--- config.mk ---
export PLATFORM = sky130hd
export DESIGN_NAME = ahfp_lzd_pipe
export DESIGN_NICKNAME = d
export VERILOG_FILES = /design/src/rtl/ahfp_lzd_pipe.sv
export SDC_FILE = /design/constraint.sdc
export NUM_CORES = 1
export LEC_CHECK = 0
export ABC_AREA = 1
export ABC_CLOCK_PERIOD_IN_PS = 2900
export BUFFER_PORTS_ARGS = -buffer_cell sky130_fd_sc_hd__buf_2
export CAP_MARGIN = 10
export CORE_ASPECT_RATIO = 0.8
export CORE_MARGIN = 5
export CORE_UTILIZATION = 40
export CTS_CLUSTER_DIAMETER = 80
export DETAILED_ROUTE_END_ITERATION = 8
export GPL_TIMING_DRIVEN = 0
export SLEW_MARGIN = 20
export SYNTH_ARGS = -nofsm -noshare
export SYNTH_HDL_FRONTEND = slang
export SYNTH_SLANG_ARGS = --single-unit
--- constraint.sdc ---
create_clock -name clk -period 2.9 [get_ports clk]
set_clock_uncertainty 0.1 [all_clocks]
set_input_delay 0 -clock clk [delete_from_list [all_inputs] [get_ports clk]]
set_output_delay 0 -clock clk [all_outputs]
set_load 0.01 [all_outputs]
--- src/rtl/ahfp_lzd_pipe.sv ---
// ahfp_lzd_pipe -- pipelined leading/trailing-zero detector and normaliser.
//
// Sits between the mantissa adder/subtractor and exponent adjust/rounding.
// Stage 1 finds the priority one and registers the zero count. Stage 2
// registers the bit index and the normalised operand. Both stages use
// valid/ready handshakes, and there is no skid buffer.
//
// Ports:
//   clk, rst_n        rising-edge clock, asynchronous active-low reset
//   in_valid/in_ready input handshake
//   in_data [WIDTH]   operand (mantissa)
//   in_mode           0: leading-zero count and normalise, 1: trailing-zero count
//   in_tag  [TAG_W]   sideband tag, passed through unchanged
//   out_valid/out_ready output handshake
//   out_count [CNT_W] zero count (0 for an all-zero operand)
//   out_index [CNT_W] bit index of the detected one
//   out_zero          operand was all zeros
//   out_norm [WIDTH]  data << count in mode 0, data unchanged in mode 1
//   out_tag [TAG_W]   tag of this result

// Recursive priority tree over a power-of-two vector. It reports whether any
// bit is set and the index of the highest set bit (LSB_FIRST=0) or the lowest
// set bit (LSB_FIRST=1).
module ahfp_lzd_tree #(
  parameter int N         = 2,
  parameter bit LSB_FIRST = 1'b0,
  localparam int W        = $clog2(N)
) (
  input  logic [N-1:0] data,
  output logic         found,
  output logic [W-1:0] idx
);
  if (N == 2) begin : g_leaf
    assign found = |data;
    assign idx   = LSB_FIRST ? !data[0] : data[1];
  end else begin : g_node
    logic         lo_found, hi_found, take_hi;
    logic [W-2:0] lo_idx, hi_idx;

    ahfp_lzd_tree #(.N(N/2), .LSB_FIRST(LSB_FIRST)) u_lo (
      .data(data[N/2-1:0]), .found(lo_found), .idx(lo_idx)
    );
    ahfp_lzd_tree #(.N(N/2), .LSB_FIRST(LSB_FIRST)) u_hi (
      .data(data[N-1:N/2]), .found(hi_found), .idx(hi_idx)
    );

    assign found   = lo_found | hi_found;
    assign take_hi = LSB_FIRST ? !lo_found : hi_found;
    assign idx     = take_hi ? {1'b1, hi_idx} : {1'b0, lo_idx};
  end
endmodule

module ahfp_lzd_pipe #(
  parameter int WIDTH  = 48,
  parameter int TAG_W  = 8,
  localparam int CNT_W = $clog2(WIDTH)
) (
  input  logic             clk,
  input  logic             rst_n,
  input  logic             in_valid,
  output logic             in_ready,
  input  logic [WIDTH-1:0] in_data,
  input  logic             in_mode,
  input  logic [TAG_W-1:0] in_tag,
  output logic             out_valid,
  input  logic             out_ready,
  output logic [CNT_W-1:0] out_count,
  output logic [CNT_W-1:0] out_index,
  output logic             out_zero,
  output logic [WIDTH-1:0] out_norm,
  output logic [TAG_W-1:0] out_tag
);
  // The operand is padded with zeros above the true MSB. Padding bits can
  // never win the search, so the tree indices are the true bit positions.
  localparam int P = 1 << CNT_W;
  localparam logic [CNT_W-1:0] MSB_IDX = CNT_W'(WIDTH - 1);

  logic [P-1:0]     padded;
  logic             hi_found, lo_found, zero_d;
  logic [CNT_W-1:0] hi_idx, lo_idx, count_d;

  logic             s1_valid, s1_mode, s1_zero;
  logic [WIDTH-1:0] s1_data;
  logic [TAG_W-1:0] s1_tag;
  logic [CNT_W-1:0] s1_count;
  logic             s2_valid, s1_adv, s2_adv;

  always_comb begin
    padded              = '0;
    padded[WIDTH-1:0]   = in_data;
  end

  ahfp_lzd_tree #(.N(P), .LSB_FIRST(1'b0)) u_msb_tree (
    .data(padded), .found(hi_found), .idx(hi_idx)
  );
  ahfp_lzd_tree #(.N(P), .LSB_FIRST(1'b1)) u_lsb_tree (
    .data(padded), .found(lo_found), .idx(lo_idx)
  );

  always_comb begin
    zero_d  = in_mode ? !lo_found : !hi_found;
    count_d = '0;
    if (!zero_d) count_d = in_mode ? lo_idx : MSB_IDX - hi_idx;
  end

  // NOTE: in_ready is combinational from out_ready. A full pipeline can still
  // accept a beat in the same cycle that its result drains, so there are no
  // bubbles.
  assign s2_adv    = !s2_valid || out_ready;
  assign s1_adv    = !s1_valid || s2_adv;
  assign in_ready  = s1_adv;
  assign out_valid = s2_valid;

  // NOTE: the datapath registers are reset along with the valids. This keeps
  // the outputs at a defined 0 during and right after reset. Every state
  // update uses non-blocking assignment, so both stages sample pre-edge values.
  always_ff @(posedge clk or negedge rst_n) begin
    if (!rst_n) begin
      s1_valid <= 1'b0;
      s1_mode  <= 1'b0;
      s1_zero  <= 1'b0;
      s1_data  <= '0;
      s1_tag   <= '0;
      s1_count <= '0;
    end else if (s1_adv) begin
      s1_valid <= in_valid;
      if (in_valid) begin
        s1_mode  <= in_mode;
        s1_zero  <= zero_d;
        s1_data  <= in_data;
        s1_tag   <= in_tag;
        s1_count <= count_d;
      end
    end
  end

  always_ff @(posedge clk or negedge rst_n) begin
    if (!rst_n) begin
      s2_valid  <= 1'b0;
      out_count <= '0;
      out_index <= '0;
      out_zero  <= 1'b0;
      out_norm  <= '0;
      out_tag   <= '0;
    end else if (s2_adv) begin
      s2_valid <= s1_valid;
      if (s1_valid) begin
        out_count <= s1_count;
        out_zero  <= s1_zero;
        out_tag   <= s1_tag;
        // The count is at most WIDTH-1, so the shift stays inside the word.
        out_norm  <= s1_mode ? s1_data : (s1_data << s1_count);
        if (s1_zero)      out_index <= '0;
        else if (s1_mode) out_index <= s1_count;
        else              out_index <= MSB_IDX - s1_count;
      end
    end
  end
endmodule
# --- Yosys cells after proc, flatten, opt, wreduce, memory -nomap -nowiden ---
# Cells that the tools add are included.
word_totals:
  elab_cells: 145
  regBits: 135
op_classes:
  n_addsub: 2
  reduce_logical: 55
  shifts: 1
  bitwise: 23
  n_mux: 52
ops:
  columns: ["op", "count"]
  rows:
  - ["2-bit two-way mux", 24]
  - ["48-bit two-way mux", 1]
  - ["2-bit OR reduction", 24]
  - ["48-bit by 6-bit left shift with 48-bit output", 1]
  - ["3-bit two-way mux", 12]
  - ["6-bit two-way mux", 6]
  - ["1-bit zero test", 27]
  - ["4-bit two-way mux", 6]
  - ["1-bit OR", 23]
  - ["5-bit two-way mux", 3]
  - ["6-bit subtractor (first input constant)", 2]
  - ["2-bit AND reduction", 2]
  - ["1-bit logical OR", 2]

# --- Depth between registers and ports, before layout ---
# Gate-level depths: netlist (run 1).
depth:
  depth_word: 9
  ltp_mapped: 15
  ltp_nobuf: 13

# --- Modules after synthesis ---
# Synthesis (run 1) repeated with hierarchy kept, for this count alone.
unflattened:
  cells_unflattened: 1980
  hier_area_um2: 11437.2
by_module_without_submodules:
  columns: ["module", "seq_area_each_um2", "cells_per_inst", "n_inst", "area_each_um2"]
  rows:
  - ["ahfp_lzd_pipe", 3378.2, 1259, 1, 8259.2]
  - ["ahfp_lzd_tree (u_msb_tree.g_node.u_hi.g_node.u_hi.g_node.u_hi.g_node.u_hi.g_node.u_hi ...)", 0.0, 4, 32, 18.8]
  - ["ahfp_lzd_tree (u_msb_tree.g_node.u_hi.g_node.u_hi.g_node.u_hi.g_node.u_hi ...)", 0.0, 6, 16, 28.8]
  - ["ahfp_lzd_tree (u_lsb_tree.g_node.u_hi.g_node.u_hi.g_node.u_hi.g_node.u_hi.g_node.u_hi ...)", 0.0, 3, 32, 13.8]
  - ["ahfp_lzd_tree (u_lsb_tree.g_node.u_hi.g_node.u_hi.g_node.u_hi.g_node.u_hi ...)", 0.0, 5, 16, 21.3]
  - ["ahfp_lzd_tree (u_msb_tree.g_node.u_hi.g_node.u_hi.g_node.u_hi ...)", 0.0, 9, 8, 40.0]
  - ["ahfp_lzd_tree (u_lsb_tree.g_node.u_hi.g_node.u_hi.g_node.u_hi ...)", 0.0, 8, 8, 32.5]
  - ["ahfp_lzd_tree (u_msb_tree.g_node.u_hi.g_node.u_hi ...)", 0.0, 12, 4, 51.3]
  - ["ahfp_lzd_tree (u_lsb_tree.g_node.u_hi.g_node.u_hi ...)", 0.0, 11, 4, 43.8]
  - ["ahfp_lzd_tree (u_msb_tree.g_node.u_hi ...)", 0.0, 15, 2, 62.6]
  - ["ahfp_lzd_tree (u_lsb_tree.g_node.u_hi ...)", 0.0, 14, 2, 55.1]
  - ["ahfp_lzd_tree (u_msb_tree)", 0.0, 18, 1, 73.8]
  - ["ahfp_lzd_tree (u_lsb_tree)", 0.0, 17, 1, 66.3]

# --- Worst setup path after synthesis (run 1) ---
# OpenSTA, ideal clock, no wires.
synth_timing:
  path_kind: "reg-to-reg"
  from: "reg s1_count[0]"
  to: "reg out_norm[41]"
  path_stages_with_launch: 14
  slack_ps: 1325
  t_arrival_ps: 1359
  required_time_ps: 2684
  period_less_slack_ps: 1575
  path_buffers: 3
  cell_sequence: "dfrtp_1 -> buf_6 -> buf_6 -> buf_6 -> nand2_1 -> nand3_1 -> nand3_1 -> nand2_1 -> nand2_1 -> nand3_1 -> nand3_1 -> nand3_1 -> nand2_1 -> nand2_1"
synth_via:
  elab_chain_cells: 2
synth_lines:
  columns: ["element", "line", "source"]
  rows:
  - ["start, declared", "85", "logic [CNT_W-1:0] s1_count;"]
  - ["start signal, assigned", "132", "s1_count <= count_d;"]
  - ["48-bit by 6-bit left shift with 48-bit output", "152", "out_norm <= s1_mode ? s1_data : (s1_data << s1_count);"]
  - ["48-bit two-way mux", "152", null]
  - ["end signal, assigned", "152", null]
  - ["end, declared", "70", "output logic [WIDTH-1:0] out_norm,"]
# Every way passes these cells.
# A chain may end at the register's enable or synchronous reset.

# --- Worst setup path in the final report (run 1) ---
layout_timing:
  from: "reg s1_count[4]"
  to: "reg out_norm[15]"
# Same word-level chain as after synthesis.

==> reports/results.txt, run 1 <==
Outcome: complete, no violations
Data required, critical path: 3.15 ns
Final Util: 0.502
Post-DP HPWL: 29800 um
Clock tree from TritonCTS: done
Die W: 178 um
Compound-Gate Fraction of Synth Area: 0.130
TritonCTS Sinks: 135
Mapped Cells: 1395
Met2 WL post-DR: 15600 um
R2r setup slk: 0.73 ns
Global-route wire length before repair: 57800 um
Post-synthesis simple-gate area fraction: 0.407
Most frequent CP cell: clkbuf_1
Htree depth: 4
Global route total overflow: 0
Via count: 10549
RSZ-0062 raised after global routing: false
Max-cap viol count: 0
Fraction of layout cells with a size suffix above 1: 0.139
Clock Root Buffer: clkbuf_16
Via density: 5.48
Pleak: 5.63 nW
Core footprint: 22300 um2
Place WS: 0.806 ns
Initial Util: 0.404
Post-synthesis mux area share: 0
Die Span Y: 144 um
Fmax achieved: 461 MHz
Fill cell count: 2401
Final hold viol count: 0
Max incr delay on CP: 0.48 ns
Delay-heaviest family, CP: buffers and inverters
Worst path slowest cell: clkbuf_1
Wire length on met3: 3860 um
WL met1: 17200 um
Worst Path Buf+Inv: 3
CTS Buf Count: 17
Startpoint types: register
Post-Syn Area per Cell: 6.46 um2
Max-slew violation count: 0
Post-Route WL: 37900 um
PortBufs: 131
Post-synth cell types: 31
Drc violations: 0
Sw Share: 0.436
Post-Layout Cell Count: 1924
Xor and xnor area share after synthesis: 0.00486
TritonRoute pass-1 iters: 5
Post-route ant nets: 0
Ports: 132
Clock share of power: 0.244
RD Place Congestion: 1.02
Worst VDD drop: 446 uV
DRT iter0 DRCs: 1198
Slew HR: 0.444
Hold Crit Class: primary input to async pin
Die area: 25700 um2
Clk_lat worst skew: 0.43 ns
Largest net degree at the start of global routing: 72
Synthesized area: 9010 um2
Ant. Diodes: 0
Crit-path max FO: 10
Shortest period the worst path allows: 2.17 ns
Initial antenna violation count: 0
Vias in the first global route: 9950
Synth-to-Final Area Change: 24.4%
Wire per inst: 19.7 um
Post-layout net count: 1666
Slew @ Worst Pin: 0.834 ns
Synth warn: 0
Highest Signal Layer: met4
Post-synthesis net count: 1456
Sequential share of power: 0.338
Placed Cells: 1833
Internal cell power: 4.60 mW
Clk buf depth: 2
Adder-cell area share of the yosys netlist: 0
# rows: 49
Final setup viols: 0
Min Hold Slack: 0.0112 ns
Period utilization: 0.749
Kind of critical path: register to register
Largest family of logic cells by synthesized area: simple AND/OR/NAND/NOR gates
Post_cts resized: 0
Reg area: 3380 um2
Worst-path clk slew: 0.07 ns
Crit path DAT: 2.42 ns
Gr usage total: 0.299
Crit end category: register
Seq cells post-synth: 135
PnR worst setup slack: 0.729 ns
CP cell instances: inv_1 -> clkbuf_1 -> clkbuf_1 -> nand4_1 -> a21oi_1
Multi-input logic area: 4890 um2
Gate power share: 0.417
Register area share after synthesis: 0.375
Psw: 3.55 mW
Power density cells: 727 nW/um2
cell type report:
class / count / share of cell area
timing repair buffer: 191 / 0.115
inverter: 79 / 0.0267
tap: 306 / 0.0342
sequential: 135 / 0.301
multi-input combinational: 1090 / 0.436
buffer: 91 / 0.0397
clock inverter: 14 / 0.00915
clock buffer: 18 / 0.0383
cell usage in the layout (no fill, tap or decap), drive strengths merged:
cell	netlist	routed
o211ai	5	5
a211oi	1	1
nor3	2	2
nand4	8	8
buf	57	189
clkinvlp	0	4
a31oi	1	1
clkinv	1	7
nand3	309	309
xor2	5	5
a21boi	1	1
a21oi	101	101
nor2	111	111
dfrtp	135	135
o22ai	2	2
o21a	1	1
a22oi	4	4
inv	78	82
o21ai	110	110
o221ai	1	1
nand2	428	428
clkbuf	34	52
dlygate4sd3	0	59
worst paths after layout:
| path | from | endpoint | cells past startpoint |
|---|---|---|---|
| setup reg to reg | s1_count[4] | out_norm[15] | 5 |
| setup / recovery | s1_count[4] | out_norm[15] | 5 |
| min in group clk | in_valid | s1_data[18] | 5 |
| max in group asynchronous | rst_n | s1_data[29] | 3 |
| hold reg to reg | out_norm[43] | out_norm[43] | 2 |
| hold / removal | rst_n | s1_tag[2] | 2 |
state kept, by name (all words and copies together) (netlist names):
| signal | cells |
|---|---|
| out_count | 6 |
| out_index | 6 |
| out_norm | 48 |
| out_tag | 8 |
| out_valid | 1 |
| out_zero | 1 |
| s1_count | 6 |
| s1_data | 48 |
| s1_mode | 1 |
| s1_tag | 8 |
| s1_valid | 1 |
| s1_zero | 1 |
worst reg2reg max path, delay by kind of cell, from the launching register on:
kind | cells | cell delay (ns)
DFF | 1 | 0.44
buffers and inverters | 3 | 1.08
AOI/OAI and AO/OA | 1 | 0.21
and+or+nand+nor | 1 | 0.27
metrics by stage:
step	power, mW	cell area [um2]	setup TNS [ns]
after global placement	6.02	10100	-22.27
final	8.15	11200	0
after global routing	8.70	11200	0
after floorplan	4.68	9010	0
after detailed placement	6.06	10100	0
after CTS	8.13	11200	0
metal layers:
metal | vias to the layer above | track usage
li1 | 5059 | -
met4 | 0 | 0.0960
met2 | 552 | 0.439
met1 | 4864 | 0.434
met5 | - | 0
met3 | 74 | 0.0716
Yosys cell counts:
master      n  area, um2
dfrtp_1   135       3380
a31oi_1     1       6.26
clkbuf_1   34        128
inv_1      72        270
a211oi_1    1       7.51
nor2_4      1       11.3
buf_4       5       37.5
xor2_1      5       43.8
nor3_1      2       10.0
o21ai_0    94        470
a22oi_1     4       30.0
o221ai_1    1       8.76
buf_1      14       52.6
a21boi_0    1       7.51
inv_4       1       6.26
o22ai_1     2       12.5
nand2_1   424       1590
nand2_2     4       25.0
inv_2       5       18.8
nand3_1   307       1540
o21a_1      1       7.51
clkinv_1    1       3.75
nand3_2     2       20.0
buf_2      32        160
nor2_2      6       37.5
a21oi_1   101        505
nand4_1     8       50.1
o21ai_1    16       80.1
buf_6       6       67.6
o211ai_1    5       37.5
nor2_1    104        390
what timing repair did:
item	in CTS	in global routing
hold buffers	59	0
buffers inserted	0	0
setup endpoints to repair	0	0
endpoints found under the hold margin	198	0
cells by family after synthesis:
group | count (synthesis)
AND/OR/NAND/NOR | 858
AO/OA/AOI/OAI | 227
buffers and inverters | 170
flip-flops | 135
XOR/XNOR | 5
power groups by stage:
stage | sequential, mW | combinational (mW) | clock (mW)
floorplan | 2.83 | 1.85 | 0
global placement | 2.76 | 3.26 | 0
detailed placement | 2.77 | 3.29 | 0
CTS | 2.74 | 3.36 | 2.02
global route | 2.80 | 3.78 | 2.12
finish | 2.76 | 3.40 | 1.99
No activity file was read; power rests on OpenSTA's default activity.
==> run 2: changes to the inputs <==
--- a/config.mk
+++ b/config.mk
@@ -6,7 +6,7 @@
 export NUM_CORES = 1
 export LEC_CHECK = 0
 export ABC_AREA = 1
-export ABC_CLOCK_PERIOD_IN_PS = 2900
+export ABC_CLOCK_PERIOD_IN_PS = 1800
 export BUFFER_PORTS_ARGS = -buffer_cell sky130_fd_sc_hd__buf_2
 export CAP_MARGIN = 10
 export CORE_ASPECT_RATIO = 0.8
==> constraint.sdc (replaced) <==
create_clock -name clk -period 1.8 [get_ports clk]
set_clock_uncertainty 0.1 [all_clocks]
set_input_delay 0 -clock clk [delete_from_list [all_inputs] [get_ports clk]]
set_output_delay 0 -clock clk [all_outputs]
set_load 0.01 [all_outputs]
==> run 2 against run 1 <==
  * The run now ends with setup timing left
  * Flip-flop and latch count is the same
  * Clock power grew 61%
  * First-iteration DRC count grew 0.42%
  * Worst hold slack is essentially flat
  * Combinational power grew 89%
  * Global-route usage grew 0.24 points
  * Total power grew 73%
  * Via count grew 1.6%
  * Critical path type unchanged
  * Non-clock buffer count grew 11
  * Sequential power grew 62%
  * Sequential share of layout area shrank 3.0 points
==> reports/results.txt, run 2 (same netlist as run 1, synthesis figures left out) <==
Outcome: complete, but fails checks
Failing checks: setup timing
Pleak: 6.07 nW
Crit-path max FO: 10
Wire per inst: 20.2 um
Hold Crit Class: primary input to async pin
Gr usage total: 0.301
Reg2Reg Depth: 11
Global route total overflow: 0
Most frequent cells in the layout: 377 x nand2_1, 192 x nand3_1, 152 x buf_2
Post-layout net count: 1677
Drc violations: 0
TritonRoute pass-1 iters: 6
Post-Layout Cell Count: 1935
Slew @ Worst Pin: 0.729 ns
Max-slew violation count: 0
Via density: 5.54
Final Util: 0.558
Worst VDD drop: 735 uV
Place WS: -0.294 ns
# rows: 49
Post-DP HPWL: 29800 um
CTS Buf Count: 17
Shortest period the worst path allows: 1.91 ns
Period utilization: 1.06
Placed Cells: 1833
R2r setup slk: -0.11 ns
Power density cells: 1130 nW/um2
Slew HR: 0.514
PortBufs: 131
RD Place Congestion: 1.02
Data required, critical path: 2.02 ns
Die Span Y: 144 um
Clock Root Buffer: clkbuf_16
Largest net degree at the start of global routing: 72
Reg-to-Reg End: out_norm[37]
Core footprint: 22300 um2
Clock tree from TritonCTS: done
Clk_lat worst skew: 0.43 ns
Initial Util: 0.404
Crit end category: register
Die area: 25700 um2
Largest regs: out_norm x48, s1_data x48
Ant. Diodes: 0
Synth-to-Final Area Change: 38.1%
Setup TNS: -2.13 ns
RSZ-0062 raised after global routing: true
PnR worst setup slack: -0.112 ns
Final hold viol count: 0
Initial antenna violation count: 0
DRT iter0 DRCs: 1203
Crit path DAT: 2.13 ns
Post-Route WL: 39100 um
Global-route wire length before repair: 58400 um
Clk buf depth: 2
Die W: 178 um
Fill cell count: 2297
Fraction of layout cells with a size suffix above 1: 0.286
Vias in the first global route: 10109
Max-cap viol count: 0
Post-route ant nets: 0
Kind of critical path: register to register
Ports: 132
Commonest non-fill, non-tap cell in the layout: nand2_1
Fmax achieved: 523 MHz
Startpoint types: register
TritonCTS Sinks: 135
Final setup viols: 42
Worst-path clk slew: 0.06 ns
Worst r2r src: s1_count[1]
Via count: 10723
Htree depth: 4
## run 2: cell type report
cell class | instances | area (um2) | share of cell area
multi-input combinational | 1090 | 5850 | 0.470
sequential | 135 | 3380 | 0.272
timing repair buffer | 203 | 1390 | 0.112
buffer | 90 | 602 | 0.0484
clock buffer | 18 | 429 | 0.0345
tap | 306 | 383 | 0.0308
inverter | 79 | 304 | 0.0244
clock inverter | 14 | 103 | 0.00824
## run 2: worst max path at each step
| stage | slack, ns | cells after the start | from | end |
|---|---|---|---|---|
| CTS | -0.08 | 13 | s1_count[0] | out_norm[38] |
| finish | -0.11 | 11 | s1_count[1] | out_norm[37] |
| global placement | -1.29 | 1 | rst_n | s1_data[44] |
| global route | -0.20 | 12 | s1_count[0] | out_norm[40] |
| detailed placement | -0.29 | 5 | out_valid | out_norm[17] |
| floorplan | 0.22 | 13 | s1_count[0] | out_norm[41] |
## run 2: what timing repair did
action | 4_1_cts | 5_1_grt
hold endpoints to repair | 198 | 0
setup endpoints to repair | 78 | 78
cloned | 1 | 0
hold buffers | 59 | 0
resized for setup | 117 | 191
buffers inserted | 5 | 6
pin swaps | 12 | 24
## run 2: stage by stage
stage                     total power [mW]  hold slack [ns]  cell area, um2
after CTS                             13.5           0.0102           11700
after global routing                  14.9           0.0440           12400
after global placement                9.70            0.111           10100
after detailed placement              9.76           -0.122           10100
final                                 14.1           0.0113           12400
after floorplan                       7.54           -0.396            9010
## run 2: power breakdown
group	total (mW)	switching [mW]	internal (mW)
clock network	3.21	1.44	1.77
logic	6.43	4.15	2.29
registers	4.46	0.652	3.81
total	14.1	6.24	7.86
## run 2: metal layers
| layer | vias up | track usage | share of wire |
|---|---|---|---|
| li1 | 5097 | - | - |
| met1 | 4983 | 0.437 | 0.45 |
| met2 | 570 | 0.444 | 0.42 |
| met3 | 73 | 0.0669 | 0.10 |
| met5 | - | 0 | 0 |
| met4 | 0 | 0.104 | 0.032 |
## run 2: critical path, cell delays in order (launching register included)
cell	delay, ns
dfrtp_2	0.43
inv_4	0.15
buf_8	0.17
nand3_1	0.15
nand3_2	0.13
nand3_2	0.11
nand3_2	0.12
nand2_1	0.06
nand2_1	0.06
nand3_1	0.10
nand2_1	0.14
nand2_1	0.06
==> run 3: changes to the inputs <==
--- a/config.mk
+++ b/config.mk
@@ -15,6 +15,7 @@
 export CTS_CLUSTER_DIAMETER = 80
 export DETAILED_ROUTE_END_ITERATION = 8
 export GPL_TIMING_DRIVEN = 0
+export PLACE_DENSITY = 0.64
 export SLEW_MARGIN = 20
 export SYNTH_ARGS = -nofsm -noshare
 export SYNTH_HDL_FRONTEND = slang
==> run 3 against run 2 <==
  * The flow finishes with violations (hold timing, setup timing)
  * Sequential power about the same
  * Global-route usage is 0.11 points lower
  * Register-to-register slack gained 0.02 ns
  * Critical path type unchanged
  * Critical endpoint is now out_norm[46]
  * Largest power group unchanged
==> reports/results.txt, run 3 (same netlist as run 1, synthesis figures left out) <==
Period utilization: 1.05
# rows: 49
Worst r2r src: s1_count[0]
Global route total overflow: 0
Startpoint types: register
Slew @ Worst Pin: 0.753 ns
Sequential share of power: 0.301
Power Total: 14.9 mW
Outcome: complete, but fails checks
CTS Buf Count: 17
Gate power share: 0.433
CP startpoint: s1_count[0]
Fraction of layout cells with a size suffix above 1: 0.297
Crit end category: register
Power density cells: 1180 nW/um2
Final hold viol count: 10
Crit-path max FO: 10
Ant. Diodes: 0
Die Span Y: 144 um
Most frequent CP cell: nand3_1
Post-Layout Cell Count: 1934
Gr usage total: 0.300
Htree depth: 4
Crit path DAT: 2.11 ns
Most frequent cells in the layout: 364 x nand2_1, 183 x nand3_1, 150 x buf_2
PnR worst setup slack: -0.0963 ns
Worst VDD drop: 709 uV
PortBufs: 131
Max-cap viol count: 0
DRT iter0 DRCs: 1195
Sw Share: 0.418
Die area: 25700 um2
Placed Cells: 1833
Largest net degree at the start of global routing: 70
Setup TNS: -1.30 ns
Clock share of power: 0.266
Via count: 10934
Vias in the first global route: 10148
Ports: 132
RD Place Congestion: 1.02
Fill cell count: 2209
Shortest period the worst path allows: 1.90 ns
Core footprint: 22300 um2
Hold Crit Class: primary input to async pin
Post-DP HPWL: 29900 um
Wire per inst: 20.3 um
Slew HR: 0.498
Pleak: 6.21 nW
Worst path slowest cell: dfrtp_1
Data required, critical path: 2.02 ns
TritonCTS Sinks: 135
Post-Route WL: 39300 um
Clk buf depth: 2
Max-slew violation count: 0
Max incr delay on CP: 0.37 ns
Internal cell power: 8.67 mW
Kind of critical path: register to register
Clock Root Buffer: clkbuf_16
Clock tree from TritonCTS: done
TritonRoute pass-1 iters: 5
Failing checks: hold timing, setup timing
Post-layout net count: 1676
Psw: 6.22 mW
Largest regs: out_norm x48, s1_data x48
RSZ-0062 raised after global routing: true
Initial antenna violation count: 0
Worst-path clk slew: 0.06 ns
CP cell instances: buf_6 -> buf_4 -> nand2_1 -> nand3_1 -> nand3_1 -> nand3_1 -> nand2_2 -> nand2_1 -> nand3_1 -> nand3_1 -> nand2_1 -> nand2_1
Die W: 178 um
Place WS: -0.458 ns
Commonest non-fill, non-tap cell in the layout: nand2_1
Fmax achieved: 527 MHz
Drc violations: 0
Post-route ant nets: 0
Final setup viols: 25
Final Util: 0.565
Global-route wire length before repair: 58300 um
Clk_lat worst skew: 0.43 ns
Synth-to-Final Area Change: 39.9%
Min Hold Slack: -0.0125 ns
Initial Util: 0.404
Via density: 5.65
-- run 3: changes by cell type in the layout (fill, tap and decap cells not counted), sizes merged --
cell      previous run  this run
bufinv               0         5
inv                 82        78
clkinv               7         6
buf                194       191
clkinvlp             4         0
clkbuf              58        64
-- run 3: worst paths after layout --
| path | to | slack (ns) | cells after the start |
|---|---|---|---|
| hold reg to reg | out_norm[45] | 0.38 | 2 |
| max in group asynchronous | s1_data[36] | 0.88 | 3 |
| hold / removal | out_tag[3] | -0.01 | 2 |
| min in group clk | s1_count[0] | 0.03 | 6 |
| setup reg to reg | out_norm[46] | -0.1 | 12 |
| setup / recovery | out_norm[46] | -0.1 | 12 |
-- run 3: final cells by class --
type	count	area [um2]	area share
sequential	135	3380	0.268
clock inverter	10	194	0.0154
tap	306	383	0.0304
buffer	90	633	0.0502
multi-input combinational	1090	5840	0.463
timing repair buffer	202	1400	0.111
clock buffer	22	464	0.0368
inverter	79	314	0.0249
-- run 3: power groups by stage --
| stage | logic (mW) | clock network [mW] | registers, mW |
|---|---|---|---|
| 2_1_floorplan | 2.98 | 0 | 4.56 |
| 3_3_place_gp | 5.25 | 0 | 4.44 |
| 3_5_place_dp | 5.27 | 0 | 4.46 |
| 4_1_cts | 5.71 | 4.01 | 4.43 |
| 5_1_grt | 7.00 | 4.15 | 4.56 |
| 6_report | 6.45 | 3.96 | 4.48 |
-- run 3: per-layer routing --
| metal | share of wire | GRT usage | up-vias |
|---|---|---|---|
| li1 | - | - | 5094 |
| met3 | 0.095 | 0.0468 | 80 |
| met2 | 0.42 | 0.455 | 606 |
| met4 | 0.030 | 0.0932 | 0 |
| met1 | 0.45 | 0.441 | 5154 |
| met5 | 0 | 0 | - |
-- run 3: what timing repair did --
action | in CTS | in global routing
endpoints found under the hold margin | 198 | 0
hold buffers | 59 | 0
gates resized for setup | 115 | 213
pin swaps | 10 | 27
gates cloned | 1 | 2
buffers inserted | 3 | 5
endpoints found under the setup margin | 77 | 77
-- run 3: through the flow --
stage,hold WS [ns],cell area [um2]
2_1_floorplan,-0.396,9010
3_3_place_gp,0.126,10100
3_5_place_dp,-0.130,10100
4_1_cts,0.00466,11700
5_1_grt,0.0467,12600
6_report,-0.0125,12600
-- run 3: critical path: cells and delay by family, from the launching register on --
family	cells	cell delay, ns
buf+inv	2	0.31
flops	1	0.37
simple gates	10	1.01
